File: config.mk
export PLATFORM = sky130hd
export DESIGN_NAME = adc_cfg_spi_slave_flat
export DESIGN_NICKNAME = d
export VERILOG_FILES = /design/src/rtl/adc_cfg_spi_slave_if.sv /design/src/rtl/adc_cfg_spi_slave.sv /design/src/flat_wrapper.sv
export SDC_FILE = /design/constraint.sdc
export NUM_CORES = 1
export LEC_CHECK = 0
export BUFFER_PORTS_ARGS = -buffer_cell sky130_fd_sc_hd__buf_2
export CAP_MARGIN = 5
export CELL_PAD_IN_SITES_DETAIL_PLACEMENT = 1
export CELL_PAD_IN_SITES_GLOBAL_PLACEMENT = 2
export CORE_MARGIN = 2
export CORE_UTILIZATION = 32
export CTS_BUF_LIST = sky130_fd_sc_hd__clkbuf_4 sky130_fd_sc_hd__clkbuf_8
export CTS_CLUSTER_SIZE = 40
export DETAILED_ROUTE_END_ITERATION = 10
export GPL_TIMING_DRIVEN = 0
export PLACE_DENSITY = 0.88
export SYNTH_ARGS = -nofsm -noshare
export SYNTH_HDL_FRONTEND = slang
export SYNTH_SLANG_ARGS = --single-unit
File: constraint.sdc
create_clock -name clk_sys -period 3 [get_ports clk_sys]
set_input_delay 0.6 -clock clk_sys [delete_from_list [all_inputs] [get_ports clk_sys]]
set_output_delay 0.6 -clock clk_sys [all_outputs]
set_load 0.02 [all_outputs]
File: src/rtl/adc_cfg_spi_slave_if.sv
// Pad-side and register-side signal bundle of the ADC configuration SPI responder.
// The slave modport is the responder; the master modport is the SPI master plus register observer.
interface adc_cfg_spi_slave_if #(
   parameter int NUM_REGS = 32
) ();
   logic                  SCK;
   logic                  SEN;
   logic                  sdi_in;
   logic                  sdi_out;
   logic                  sdi_oe;
   logic                  reg_wr_stb;
   logic [4:0]            reg_wr_addr;
   logic [7:0]            reg_wr_data;
   logic [NUM_REGS*8-1:0] regs_flat;
   logic                  frame_err;

   modport slave (
      input  SCK, SEN, sdi_in,
      output sdi_out, sdi_oe, reg_wr_stb, reg_wr_addr, reg_wr_data, regs_flat, frame_err
   );

   modport master (
      output SCK, SEN, sdi_in,
      input  sdi_out, sdi_oe, reg_wr_stb, reg_wr_addr, reg_wr_data, regs_flat, frame_err
   );
endinterface

File: src/rtl/adc_cfg_spi_slave.sv
// 3-wire SPI responder with an 8-bit register file, oversampling SCK/SEN/SDI in clk_sys.
// Frames are 16 bits MSB first: R/W, 5-bit address, 2 ignored bits, 8 data bits.
module adc_cfg_spi_slave #(
   parameter int NUM_REGS    = 32,
   parameter int SYNC_STAGES = 2
) (
   input  logic                clk_sys,
   input  logic                rst_n,
   adc_cfg_spi_slave_if.slave  bus,
   output logic [2:0]          dbg_state_o
);
   typedef enum logic [2:0] {
      IDLE  = 3'd0,
      HDR   = 3'd1,
      WDATA = 3'd2,
      RDATA = 3'd3,
      DONE  = 3'd4
   } state_t;

   state_t                 state_q, state_d;
   logic [SYNC_STAGES-1:0] sck_sync_q, sen_sync_q, sdi_sync_q;
   logic                   sck_prev_q, sen_prev_q;
   logic                   sck_s, sen_s, sdi_s;
   logic                   sck_rise, sck_fall, sen_rise, sen_fall;
   logic [4:0]             bit_cnt_q, bit_cnt_d;
   logic [6:0]             sr_q, sr_d;
   logic [7:0]             shift_byte, rd_byte;
   logic [4:0]             addr_q, addr_d;
   logic [7:0]             tx_sr_q, tx_sr_d;
   logic                   sdi_out_q, sdi_out_d, sdi_oe_q, sdi_oe_d;
   logic                   wr_stb_q, wr_stb_d, frame_err_q, frame_err_d;
   logic [4:0]             wr_addr_q, wr_addr_d;
   logic [7:0]             wr_data_q, wr_data_d;
   logic [7:0]             regs_q [NUM_REGS];

   assign sck_s    = sck_sync_q[SYNC_STAGES-1];
   assign sen_s    = sen_sync_q[SYNC_STAGES-1];
   assign sdi_s    = sdi_sync_q[SYNC_STAGES-1];
   assign sck_rise = sck_s & ~sck_prev_q;
   assign sck_fall = ~sck_s & sck_prev_q;
   assign sen_rise = sen_s & ~sen_prev_q;
   assign sen_fall = ~sen_s & sen_prev_q;

   // One shift register serves both the header and write data; the address is latched after bit 8.
   assign shift_byte = {sr_q, sdi_s};

   always_comb begin
      rd_byte = '0;
      for (int i = 0; i < NUM_REGS; i++) begin
         if (shift_byte[6:2] == i[4:0]) rd_byte = regs_q[i];
      end
   end

   // reg_wr_stb is a single-cycle strobe; addr/data hold their value until the next commit.
   always_comb begin
      state_d     = state_q;
      bit_cnt_d   = bit_cnt_q;
      sr_d        = sr_q;
      addr_d      = addr_q;
      tx_sr_d     = tx_sr_q;
      sdi_out_d   = sdi_out_q;
      sdi_oe_d    = sdi_oe_q;
      wr_stb_d    = 1'b0;
      wr_addr_d   = wr_addr_q;
      wr_data_d   = wr_data_q;
      frame_err_d = 1'b0;
      if (sen_rise) begin
         state_d     = IDLE;
         sdi_oe_d    = 1'b0;
         frame_err_d = (state_q != IDLE) && (bit_cnt_q != 5'd16);
      end else if (sen_fall) begin
         state_d   = HDR;
         bit_cnt_d = '0;
         sdi_oe_d  = 1'b0;
      end else if (!sen_s) begin
         case (state_q)
            HDR: if (sck_rise) begin
               sr_d      = shift_byte[6:0];
               bit_cnt_d = bit_cnt_q + 5'd1;
               if (bit_cnt_q == 5'd7) begin
                  addr_d = shift_byte[6:2];
                  if (shift_byte[7]) begin
                     tx_sr_d = rd_byte;
                     state_d = RDATA;
                  end else begin
                     state_d = WDATA;
                  end
               end
            end
            WDATA: if (sck_rise) begin
               sr_d      = shift_byte[6:0];
               bit_cnt_d = bit_cnt_q + 5'd1;
               if (bit_cnt_q == 5'd15) begin
                  wr_stb_d  = 1'b1;
                  wr_addr_d = addr_q;
                  wr_data_d = shift_byte;
                  state_d   = DONE;
               end
            end
            RDATA: begin
               if (sck_fall) begin
                  sdi_oe_d  = 1'b1;
                  sdi_out_d = tx_sr_q[7];
                  tx_sr_d   = {tx_sr_q[6:0], 1'b0};
               end
               if (sck_rise) begin
                  bit_cnt_d = bit_cnt_q + 5'd1;
                  if (bit_cnt_q == 5'd15) state_d = DONE;
               end
            end
            DONE: begin
               if (sck_fall) sdi_oe_d = 1'b0;
               // Overrun edges still count so SEN rise can flag the over-length frame.
               if (sck_rise && bit_cnt_q != 5'd31) bit_cnt_d = bit_cnt_q + 5'd1;
            end
            default: ;
         endcase
      end
   end

   always_ff @(posedge clk_sys or negedge rst_n) begin
      if (!rst_n) begin
         sck_sync_q  <= '0;
         sen_sync_q  <= '1;
         sdi_sync_q  <= '0;
         sck_prev_q  <= 1'b0;
         sen_prev_q  <= 1'b1;
         state_q     <= IDLE;
         bit_cnt_q   <= '0;
         sr_q        <= '0;
         addr_q      <= '0;
         tx_sr_q     <= '0;
         sdi_out_q   <= 1'b0;
         sdi_oe_q    <= 1'b0;
         wr_stb_q    <= 1'b0;
         wr_addr_q   <= '0;
         wr_data_q   <= '0;
         frame_err_q <= 1'b0;
         for (int i = 0; i < NUM_REGS; i++) regs_q[i] <= '0;
      end else begin
         sck_sync_q  <= {sck_sync_q[SYNC_STAGES-2:0], bus.SCK};
         sen_sync_q  <= {sen_sync_q[SYNC_STAGES-2:0], bus.SEN};
         sdi_sync_q  <= {sdi_sync_q[SYNC_STAGES-2:0], bus.sdi_in};
         sck_prev_q  <= sck_s;
         sen_prev_q  <= sen_s;
         state_q     <= state_d;
         bit_cnt_q   <= bit_cnt_d;
         sr_q        <= sr_d;
         addr_q      <= addr_d;
         tx_sr_q     <= tx_sr_d;
         sdi_out_q   <= sdi_out_d;
         sdi_oe_q    <= sdi_oe_d;
         wr_stb_q    <= wr_stb_d;
         wr_addr_q   <= wr_addr_d;
         wr_data_q   <= wr_data_d;
         frame_err_q <= frame_err_d;
         for (int i = 0; i < NUM_REGS; i++) begin
            if (wr_stb_d && wr_addr_d == i[4:0]) regs_q[i] <= wr_data_d;
         end
      end
   end

   for (genvar g = 0; g < NUM_REGS; g++) begin : g_flat
      assign bus.regs_flat[8*g +: 8] = regs_q[g];
   end

   assign bus.sdi_out     = sdi_out_q;
   assign bus.sdi_oe      = sdi_oe_q;
   assign bus.reg_wr_stb  = wr_stb_q;
   assign bus.reg_wr_addr = wr_addr_q;
   assign bus.reg_wr_data = wr_data_q;
   assign bus.frame_err   = frame_err_q;
   assign dbg_state_o     = state_q;
endmodule

File: src/flat_wrapper.sv
// flat-port wrapper written by rule: the top's interface ports become plain ports
module adc_cfg_spi_slave_flat 
#(
   parameter int NUM_REGS    = 32,
   parameter int SYNC_STAGES = 2
)
  (clk_sys, rst_n, dbg_state_o, bus_SCK, bus_SEN, bus_sdi_in, bus_sdi_out, bus_sdi_oe, bus_reg_wr_stb, bus_reg_wr_addr, bus_reg_wr_data, bus_regs_flat, bus_frame_err);
  adc_cfg_spi_slave_if #(.NUM_REGS(NUM_REGS)) bus_i ();
  input  logic clk_sys;
  input  logic rst_n;
  output logic [2:0] dbg_state_o;
  input wire logic [$bits(bus_i.SCK)-1:0] bus_SCK;
  input wire logic [$bits(bus_i.SEN)-1:0] bus_SEN;
  input wire logic [$bits(bus_i.sdi_in)-1:0] bus_sdi_in;
  output wire logic [$bits(bus_i.sdi_out)-1:0] bus_sdi_out;
  output wire logic [$bits(bus_i.sdi_oe)-1:0] bus_sdi_oe;
  output wire logic [$bits(bus_i.reg_wr_stb)-1:0] bus_reg_wr_stb;
  output wire logic [$bits(bus_i.reg_wr_addr)-1:0] bus_reg_wr_addr;
  output wire logic [$bits(bus_i.reg_wr_data)-1:0] bus_reg_wr_data;
  output wire logic [$bits(bus_i.regs_flat)-1:0] bus_regs_flat;
  output wire logic [$bits(bus_i.frame_err)-1:0] bus_frame_err;
  assign bus_i.SCK = bus_SCK;
  assign bus_i.SEN = bus_SEN;
  assign bus_i.sdi_in = bus_sdi_in;
  assign bus_sdi_out = bus_i.sdi_out;
  assign bus_sdi_oe = bus_i.sdi_oe;
  assign bus_reg_wr_stb = bus_i.reg_wr_stb;
  assign bus_reg_wr_addr = bus_i.reg_wr_addr;
  assign bus_reg_wr_data = bus_i.reg_wr_data;
  assign bus_regs_flat = bus_i.regs_flat;
  assign bus_frame_err = bus_i.frame_err;
  adc_cfg_spi_slave #(.NUM_REGS(NUM_REGS), .SYNC_STAGES(SYNC_STAGES)) u_core (.clk_sys(clk_sys), .rst_n(rst_n), .bus(bus_i), .dbg_state_o(dbg_state_o));
endmodule
==> results of run 1 <==
-- stage by stage --
step	instances	setup WS (ns)	power, uW	hold WS (ns)
2_1_floorplan	1574	0.111	5700	0.304
3_3_place_gp	2461	-4.51	6880	0.343
3_5_place_dp	2463	-1.73	6930	0.343
4_1_cts	2567	-0.00549	11700	0.0193
5_1_grt	2576	-0.0368	12100	0.0388
6_report	2577	-0.0408	11800	0.0487
-- critical path: stages (launching register included) --
cell and delay, ns:
dfrtp_2 0.51, buf_6 0.26, buf_4 0.30, buf_4 0.32, clkbuf_4 0.33, nand2_1 0.17
nand2_1 0.10, o21ai_0 0.24, a22oi_2 0.37, o21ai_2 0.17, a21oi_1 0.16
-- power groups by stage --
stage	clock, uW	sequential, uW	combinational (uW)
final	4650	4410	2770
after global routing	4890	4420	2790
after CTS	4720	4390	2610
after detailed placement	0	4440	2490
after global placement	0	4440	2440
after floorplan	0	4440	1260
-- cell families after synthesis --
logic type	share of synthesized area [%]
DFF	52.0
muxes	6.79
xor gates and xnor gates	0.177
adders and majority gates	0.589
AOI/OAI and AO/OA	18.8
buffers and inverters	4.61
and+or+nand+nor	17.1
-- routing by layer --
layer	track usage, %	vias up	wire length, um
met2	52.2	765	36800
li1	-	6295	-
met4	15.6	0	3960
met3	5.19	210	5980
met1	42.5	7816	31800
met5	0	-	0
-- final timing paths --
| path | from | end | slack, ns | cells past startpoint |
|---|---|---|---|---|
| setup reg to reg | u_core.sr_q[1]$_DFFE_PN0P_ | u_core.tx_sr_q[7]$_DFFE_PN0P_ | -0.04 | 10 |
| hold reg to reg | u_core.sdi_sync_q[0]$_DFF_PN0_ | u_core.sdi_sync_q[1]$_DFF_PN0_ | 0.34 | 0 |
| hold / removal | bus_sdi_in | u_core.sdi_sync_q[0]$_DFF_PN0_ | 0.05 | 1 |
| setup / recovery | u_core.sr_q[1]$_DFFE_PN0P_ | u_core.tx_sr_q[7]$_DFFE_PN0P_ | -0.04 | 10 |
| max in group asynchronous | rst_n | u_core.bus.regs_flat[104]$_DFFE_PN0P_ | 1.36 | 3 |
| min in group asynchronous | rst_n | u_core.bit_cnt_q[3]$_DFFE_PN0P_ | 0.57 | 2 |
-- cell type report --
| type | instances | share of cell area (%) |
|---|---|---|
| sequential | 309 | 40.2 |
| multi-input combinational | 1093 | 35.4 |
| timing repair buffer | 314 | 9.07 |
| clock buffer | 85 | 5.79 |
| buffer | 125 | 4.05 |
| tap | 607 | 3.95 |
| clock inverter | 13 | 0.924 |
| inverter | 30 | 0.592 |
| antenna | 1 | 0.0130 |
-- placed cells by master (no fill, tap or decap), types with 12 or more instances in the layout --
master	Yosys	routed
dfrtp_1	306	303
buf_2	15	285
nor2_1	235	235
a21oi_1	232	231
o21ai_0	116	111
nand2_1	108	108
clkbuf_8	0	80
buf_4	1	43
clkbuf_2	2	41
mux2i_1	39	31
inv_1	29	29
mux2_2	29	29
clkbuf_4	0	29
clkbuf_1	111	25
nor2b_1	24	22
nor3_1	22	21
nand2b_1	19	19
o22ai_1	18	17
and2_1	21	15
mux4_2	13	13
a211oi_1	13	12
-- cell usage after synthesis, types with 15 or more instances --
| master | count |
|---|---|
| a21oi_1 | 232 |
| and2_1 | 21 |
| buf_2 | 15 |
| clkbuf_1 | 111 |
| dfrtp_1 | 306 |
| inv_1 | 29 |
| mux2_2 | 29 |
| mux2i_1 | 39 |
| nand2_1 | 108 |
| nand2b_1 | 19 |
| nor2_1 | 235 |
| nor2b_1 | 24 |
| nor3_1 | 22 |
| o21ai_0 | 116 |
| o22ai_1 | 18 |
-- sequential cells by signal (all words and copies together) (netlist names) --
register and count:
u_core.sen_sync_q 2, u_core.bus.frame_err 1, u_core.sr_q 7, u_core.bit_cnt_q 5, u_core.bus.reg_wr_data 8, u_core.bus.regs_flat 256, u_core.bus.reg_wr_stb 1, u_core.sdi_sync_q 2
u_core.bus.reg_wr_addr 5, u_core.sck_sync_q 2, u_core.dbg_state_o 3, u_core.bus.sdi_out 1, u_core.sck_prev_q 1, u_core.addr_q 5, u_core.bus.sdi_oe 1, u_core.tx_sr_q 8
u_core.sen_prev_q 1
-- what timing repair did --
item	CTS	global route
setup buffers	18	12
hold endpoints to repair	76	0
setup endpoints to repair	277	273
resized for setup	190	66
pin swaps	5	6
hold buffers	2	0
==> impl_metrics.env, run 1 <==
export IMPL_die_h_um=220
export IMPL_cts_tree="done"
export IMPL_n_fill_cell=5396
export IMPL_drc_errors=0
export IMPL_setup_tns_ns=-0.0870
export IMPL_hold_viol_final=0
export IMPL_pwr_share_comb_pct=23.4
export IMPL_synth_top_area_share_pct=51.5
export IMPL_layout_drive_gt1_share_pct=31.5
export IMPL_rows=79
export IMPL_setup_viol=3
export IMPL_violations="setup timing"
export IMPL_grt_overflow_total=0
export IMPL_min_period_ns=3.04
export IMPL_avgSynthCellArea_um2=9.45
export IMPL_dp_hpwl_um=58100
export IMPL_synth_cell_types=75
export IMPL_cp_start_kind="register"
export IMPL_core_region_area_um2=46300
export IMPL_crit_fanout=10
export IMPL_p_sw_uw=4080
export IMPL_start_util_pct=32.2
export IMPL_insertion_delay_ns=0.69
export IMPL_post_drt_wl_per_cell_um=30.5
export IMPL_dr_pass1_iters=5
export IMPL_final_nets=1940
export IMPL_synth_seq_area_share_pct=52.0
export IMPL_gp_congestion=0.960
export IMPL_antenna_found_initial=1
export IMPL_numCtsBuffers=55
export IMPL_placed_area_um2=17100
export IMPL_yosysTopAreaCell="dfrtp_1"
export IMPL_viasPerCell=5.85
export IMPL_route_antenna_remaining_nets=0
export IMPL_syn_area_um2=14900
export IMPL_grtUsageTotal_pct=32.4
export IMPL_regArea_um2=7740
export IMPL_syn_inst=1574
export IMPL_first_iter_violations=1561
export IMPL_utilization_pct=41.6
export IMPL_synth_edf_count=0
export IMPL_p_clk_share_pct=39.3
export IMPL_fmax_mhz=329
export IMPL_maxCapViolCount=0
export IMPL_ir_drop_mv=0.360
export IMPL_arrival_ns=3.64
export IMPL_relSlewSlack_pct=43.5
export IMPL_io_buffers=280
export IMPL_numClockSinks=309
export IMPL_ios=281
export IMPL_fin_area_um2=19200
export IMPL_grt_pass1_wl_um=111000
export IMPL_critPathKind="reg -> reg"
export IMPL_final_setup_worst_slack_ns=-0.0408
export IMPL_pwr_share_seq_pct=37.3
export IMPL_cp_end_kind="register"
export IMPL_die_w_um=220
export IMPL_ys_ff_latch=309
export IMPL_p_per_area_nw_per_um2=615
export IMPL_worst_pin_slew_ns=0.843
export IMPL_p_leak_uw=0.00940
export IMPL_internal_power_uw=7740
export IMPL_async_flop_share_pct=100
export IMPL_grt_pass1_vias=15500
export IMPL_area_growth_pct=29.3
export IMPL_die_area_um2=48200
export IMPL_multiInputGateArea_um2=6810
export IMPL_yosys_warnings=0
export IMPL_h_tree_depth=2
export IMPL_fin_worst_skew_ns=0.0334
export IMPL_status="finished with violations"
export IMPL_root_buffer="clkbuf_8"
export IMPL_drv_slew=0
export IMPL_required_ns=3.60
export IMPL_syn_num_nets=1586
export IMPL_wirelength_um=78600
export IMPL_cts_buffer_depth=3
export IMPL_hp_class="in -> reg"
export IMPL_switching_share_pct=34.5
export IMPL_finalCritPeriodShare_pct=101
export IMPL_vias=15100
export IMPL_ys_flop_type="dfrtp_1"
export IMPL_path_clk_slew_ns=0.07
export IMPL_grt_max_degree=112
export IMPL_ys_top_cells_by_area="dfrtp_1, a21oi_1, nor2_1"
Power figures use the tool's default switching activity.
==> inputs of run 2 (changes only) <==
Settings changed: GPL_TIMING_DRIVEN 0 to not set, HOLD_SLACK_MARGIN set to 0.1.
==> impl_metrics.env, run 2 (synthesis gave the netlist of run 1 again) <==
export IMPL_ios=281
export IMPL_route_antenna_remaining_nets=0
export IMPL_first_iter_violations=1087
export IMPL_p_per_area_nw_per_um2=586
export IMPL_finalHoldWorstSlack_ns=0.360
export IMPL_cp_end_kind="register"
export IMPL_met2_usage_pct=46.0
export IMPL_setup_tns_ns=0
export IMPL_layout_drive_gt1_share_pct=30.1
export IMPL_vias=14300
export IMPL_switching_share_pct=31.3
export IMPL_pwr_share_comb_pct=20.0
export IMPL_fin_cells=2554
export IMPL_dr_pass1_iters=5
export IMPL_pwr_share_seq_pct=39.8
export IMPL_placed_area_um2=18000
export IMPL_grtUsageTotal_pct=27.6
export IMPL_critPathKind="reg -> reg"
export IMPL_path_clk_slew_ns=0.06
export IMPL_die_h_um=220
export IMPL_largest_register_ffs=256
export IMPL_hold_viol_final=0
export IMPL_place_inst=2450
export IMPL_core_region_area_um2=46300
export IMPL_final_cell_mix="dfrtp_1, buf_2, nor2_1, a21oi_1, o21ai_0"
export IMPL_finalCritPeriodShare_pct=96.7
export IMPL_worst_pin_slew_ns=0.696
export IMPL_gp_congestion=0.933
export IMPL_die_area_um2=48200
export IMPL_internal_power_uw=7760
export IMPL_maxCapViolCount=0
export IMPL_grt_max_degree=80
export IMPL_h_tree_depth=2
export IMPL_setup_viol=0
export IMPL_grt_pass1_vias=15000
export IMPL_arrival_ns=3.43
export IMPL_wirelength_um=66700
export IMPL_viasPerCell=5.62
export IMPL_antenna_found_initial=1
export IMPL_hp_class="reg -> reg"
export IMPL_fin_area_um2=19300
export IMPL_cts_buffer_depth=3
export IMPL_busiest_layer="met2"
export IMPL_ir_drop_mv=0.316
export IMPL_post_place_ws_ns=0.0663
export IMPL_numClockSinks=309
export IMPL_p_leak_uw=0.00942
export IMPL_root_buffer="clkbuf_8"
export IMPL_rsz0062_at_grt="false"
export IMPL_io_buffers=280
export IMPL_post_drt_wl_per_cell_um=26.1
export IMPL_insertion_delay_ns=0.67
export IMPL_p_sw_uw=3530
export IMPL_min_period_ns=2.90
export IMPL_crit_fanout=14
export IMPL_final_nets=1916
export IMPL_relSlewSlack_pct=53.2
export IMPL_required_ns=3.53
export IMPL_grt_pass1_wl_um=98200
export IMPL_status="complete, no violations"
export IMPL_grtUsageMet3_pct=4.13
export IMPL_final_setup_worst_slack_ns=0.0987
export IMPL_holdPathStages=0
export IMPL_p_clk_share_pct=40.3
export IMPL_mostFrequentLayoutCell="dfrtp_1"
export IMPL_drc_errors=0
export IMPL_rows=79
export IMPL_numCtsBuffers=54
export IMPL_fmax_mhz=345
export IMPL_dp_hpwl_um=49300
export IMPL_grt_overflow_total=0
export IMPL_worstRegToRegCells=7
export IMPL_met1_usage_pct=36.0
export IMPL_drv_slew=0
export IMPL_start_util_pct=32.2
export IMPL_die_w_um=220
export IMPL_cts_tree="done"
export IMPL_cp_start_kind="register"
export IMPL_area_growth_pct=29.5
export IMPL_fin_worst_skew_ns=0.0357
-- run 2: metal layers --
layer	routed length, um	part of all wire [%]
met5	0	0
met4	2440	3.7
met3	3940	5.9
met2	32400	49
met1	27900	42
-- run 2: worst max-delay path, cell delays in order (launching register included) --
cell and delay, ns:
dfrtp_4 0.64, mux4_2 0.61, a22o_1 0.25, nor3_1 0.24, nor4_1 0.14, a2111oi_0 0.58
buf_4 0.23, o22ai_1 0.07
-- run 2: metrics by stage --
| stage | utilization [%] | total power (uW) |
|---|---|---|
| finish | 41.7 | 11300 |
| global route | 41.7 | 11700 |
| CTS | 41.6 | 11300 |
| detailed placement | 38.8 | 6760 |
| global placement | 38.8 | 6710 |
| floorplan | - | 5700 |
-- run 2: layout make-up --
class,count,area [um^2]
Clock inverter,16,220
Tap cell,607,759
Clock buffer,82,1040
Multi-Input combinational cell,1093,6580
Antenna cell,1,2.50
Timing Repair Buffer,416,2820
Sequential cell,309,7740
Inverter,30,113
Fill cell,5407,27000
-- run 2: repair_timing --
action / 4_1_cts / 5_1_grt
hold buffers: 4 / 0
setup buffers: 0 / 1
setup endpoints to repair: 0 / 31
resized for setup: 0 / 3
endpoints found under the hold margin: 60 / 0
-- run 2: path summary, 6_finish.rpt --
kind,startpoint,to,slack (ns)
hold / removal,u_core.sdi_sync_q[0]$_DFF_PN0_,u_core.sdi_sync_q[1]$_DFF_PN0_,0.36
setup reg to reg,u_core.sr_q[1]$_DFFE_PN0P_,u_core.tx_sr_q[4]$_DFFE_PN0P_,0.1
min in group asynchronous,rst_n,u_core.bus.regs_flat[218]$_DFFE_PN0P_,0.50
setup / recovery,u_core.sr_q[1]$_DFFE_PN0P_,u_core.tx_sr_q[4]$_DFFE_PN0P_,0.1
hold reg to reg,u_core.sdi_sync_q[0]$_DFF_PN0_,u_core.sdi_sync_q[1]$_DFF_PN0_,0.36
max in group asynchronous,rst_n,u_core.bus.regs_flat[125]$_DFFE_PN0P_,1.64
-- run 2: power groups by stage --
stage / clock network (uW) / logic (uW) / registers, uW
3_3_place_gp: 0 / 2170 / 4550
2_1_floorplan: 0 / 1260 / 4440
3_5_place_dp: 0 / 2200 / 4560
5_1_grt: 4790 / 2380 / 4500
6_report: 4550 / 2250 / 4490
4_1_cts: 4610 / 2210 / 4480
==> inputs of run 3 (changes only) <==
Settings changed: CORE_UTILIZATION 32 to 31, CTS_BUF_LIST sky130_fd_sc_hd__clkbuf_4 sky130_fd_sc_hd__clkbuf_8 to sky130_fd_sc_hd__clkbuf_16, PLACE_DENSITY 0.88 to 0.86.
==> impl_metrics.env, run 3 (synthesis gave the netlist of run 1 again) <==
export IMPL_h_tree_depth=2
export IMPL_n_fill_cell=5465
export IMPL_post_place_ws_ns=0.0134
export IMPL_grt_pass1_vias=15000
export IMPL_setup_viol=0
export IMPL_numCtsBuffers=37
export IMPL_io_buffers=280
export IMPL_wirelength_um=68600
export IMPL_drc_errors=0
export IMPL_grtUsageMet3_pct=4.43
export IMPL_cts_buffer_depth=3
export IMPL_p_leak_uw=0.00943
export IMPL_setup_tns_ns=0
export IMPL_hold_viol_final=0
export IMPL_worst_pin_slew_ns=0.845
export IMPL_critical_path_max_stage_delay_ns=0.41
export IMPL_ios=281
export IMPL_grt_max_degree=81
export IMPL_layout_drive_gt1_share_pct=28.5
export IMPL_grt_pass1_wl_um=102000
export IMPL_regArea_um2=7740
export IMPL_area_growth_pct=30.1
export IMPL_die_h_um=223
export IMPL_multiInputGateArea_um2=6580
export IMPL_grtUsageTotal_pct=27.5
export IMPL_final_setup_worst_slack_ns=0.141
export IMPL_antenna_found_initial=2
export IMPL_viasPerCell=5.66
export IMPL_crit_fanout=16
export IMPL_core_region_area_um2=47500
export IMPL_post_drt_wl_per_cell_um=27.1
export IMPL_relSlewSlack_pct=43.5
export IMPL_ir_drop_mv=0.451
export IMPL_final_cell_mix="dfrtp_1, buf_2, nor2_1, a21oi_1, o21ai_0"
export IMPL_p_clk_share_pct=40.0
export IMPL_gp_congestion=0.966
export IMPL_met2_usage_pct=45.6
export IMPL_cts_tree="done"
export IMPL_fin_worst_skew_ns=0.0272
export IMPL_cp_end_kind="register"
export IMPL_die_w_um=223
export IMPL_maxCapViolCount=0
export IMPL_vias=14300
export IMPL_diodes=0
export IMPL_dr_pass1_iters=5
export IMPL_grt_overflow_total=0
export IMPL_internal_power_uw=7720
export IMPL_insertion_delay_ns=0.57
export IMPL_first_iter_violations=1225
export IMPL_arrival_ns=3.34
export IMPL_fmax_mhz=350
export IMPL_p_sw_uw=3520
export IMPL_cp_start_kind="register"
export IMPL_drv_slew=0
export IMPL_busiest_layer="met2"
export IMPL_root_buffer="clkbuf_16"
export IMPL_die_area_um2=49800
export IMPL_p_per_area_nw_per_um2=580
export IMPL_pwr_share_seq_pct=39.9
export IMPL_rows=80
export IMPL_status="complete, no violations"
export IMPL_start_util_pct=31.3
export IMPL_largest_register_ffs=256
export IMPL_final_nets=1901
export IMPL_slowest_stage="dfrtp_1"
export IMPL_min_period_ns=2.86
export IMPL_dp_hpwl_um=50900
export IMPL_required_ns=3.48
export IMPL_switching_share_pct=31.3
export IMPL_pwr_share_comb_pct=20.1
export IMPL_hp_class="in -> reg"
export IMPL_mostFrequentLayoutCell="dfrtp_1"
export IMPL_route_antenna_remaining_nets=0
export IMPL_cp_cell_sequence="ha_1, and3_1, ha_1, nand2b_1, nor4_4, buf_4, clkbuf_16, and3b_1, buf_12, and2_1, buf_12, nor2_1, a21oi_1"
export IMPL_critPathKind="reg -> reg"
export IMPL_finalCritPeriodShare_pct=95.3
export IMPL_path_clk_slew_ns=0.06
export IMPL_met1_usage_pct=35.7
export IMPL_numClockSinks=309
## run 3: repair_timing
action                                  4_1_cts  5_1_grt
setup buffers                                 0        2
hold buffers                                  1        0
endpoints found under the hold margin        72        0
pin swaps                                     0        1
resized for setup                             1        3
endpoints found under the setup margin       11       65
cloned                                        0        1
## run 3: final cells by class
class                           instances  share of cell area, %
Multi-Input combinational cell       1093                   34.0
Tap cell                              615                   3.97
Clock buffer                           39                   5.04
Clock inverter                         27                   1.10
Sequential cell                       309                   40.0
Inverter                               30                  0.582
Timing Repair Buffer                  418                   15.3
## run 3: worst paths after layout
| kind | endpoint | slack [ns] | from | cells past startpoint |
|---|---|---|---|---|
| worst max register to register | u_core.bus.regs_flat[122]$_DFFE_PN0P_ | 0.14 | u_core.bit_cnt_q[0]$_DFFE_PN0P_ | 13 |
| min in group asynchronous | u_core.bus.frame_err$_DFF_PN0_ | 0.64 | rst_n | 2 |
| worst min-delay path | u_core.sen_sync_q[0]$_DFF_PN1_ | 0.15 | bus_SEN | 1 |
| max in group asynchronous | u_core.bus.regs_flat[37]$_DFFE_PN0P_ | 1.46 | rst_n | 3 |
| worst max-delay path | u_core.bus.regs_flat[122]$_DFFE_PN0P_ | 0.14 | u_core.bit_cnt_q[0]$_DFFE_PN0P_ | 13 |
| worst min register to register | u_core.sck_sync_q[1]$_DFF_PN0_ | 0.35 | u_core.sck_sync_q[0]$_DFF_PN0_ | 0 |
## run 3: power by group through the flow
stage          combinational, uW  sequential [uW]  clock, uW
2_1_floorplan               1260             4440          0
3_3_place_gp                2170             4550          0
3_5_place_dp                2200             4560          0
4_1_cts                     2210             4480       4570
5_1_grt                     2370             4500       4740
6_report                    2260             4490       4490
## run 3: per-layer routing
metal | part of all wire (%) | up-vias
li1 | - | 6203
met1 | 41 | 7315
met2 | 48 | 635
met3 | 6.7 | 158
met4 | 4.5 | 2
met5 | 0.025 | -
## run 3: metrics by stage
step | power, uW | instance area, um^2 | util (%) | hold slack, ns | std cells
4_1_cts | 11300 | 19300 | 40.7 | 0.127 | 2528
3_5_place_dp | 6760 | 18100 | 38.1 | 0.348 | 2461
5_1_grt | 11600 | 19400 | 40.7 | 0.134 | 2531
3_3_place_gp | 6710 | 18100 | 38.1 | 0.343 | 2461
2_1_floorplan | 5700 | 14900 | - | 0.304 | 1574
6_report | 11200 | 19400 | 40.7 | 0.151 | 2531
## run 3: worst max-delay path: cells and delay by family, from the launching register on
family / cells / cell delay, ns
simple gates: 6 / 1.14
flops: 1 / 0.41
fa+ha+maj: 2 / 0.40
buf+inv: 4 / 0.72
compound gates: 1 / 0.12
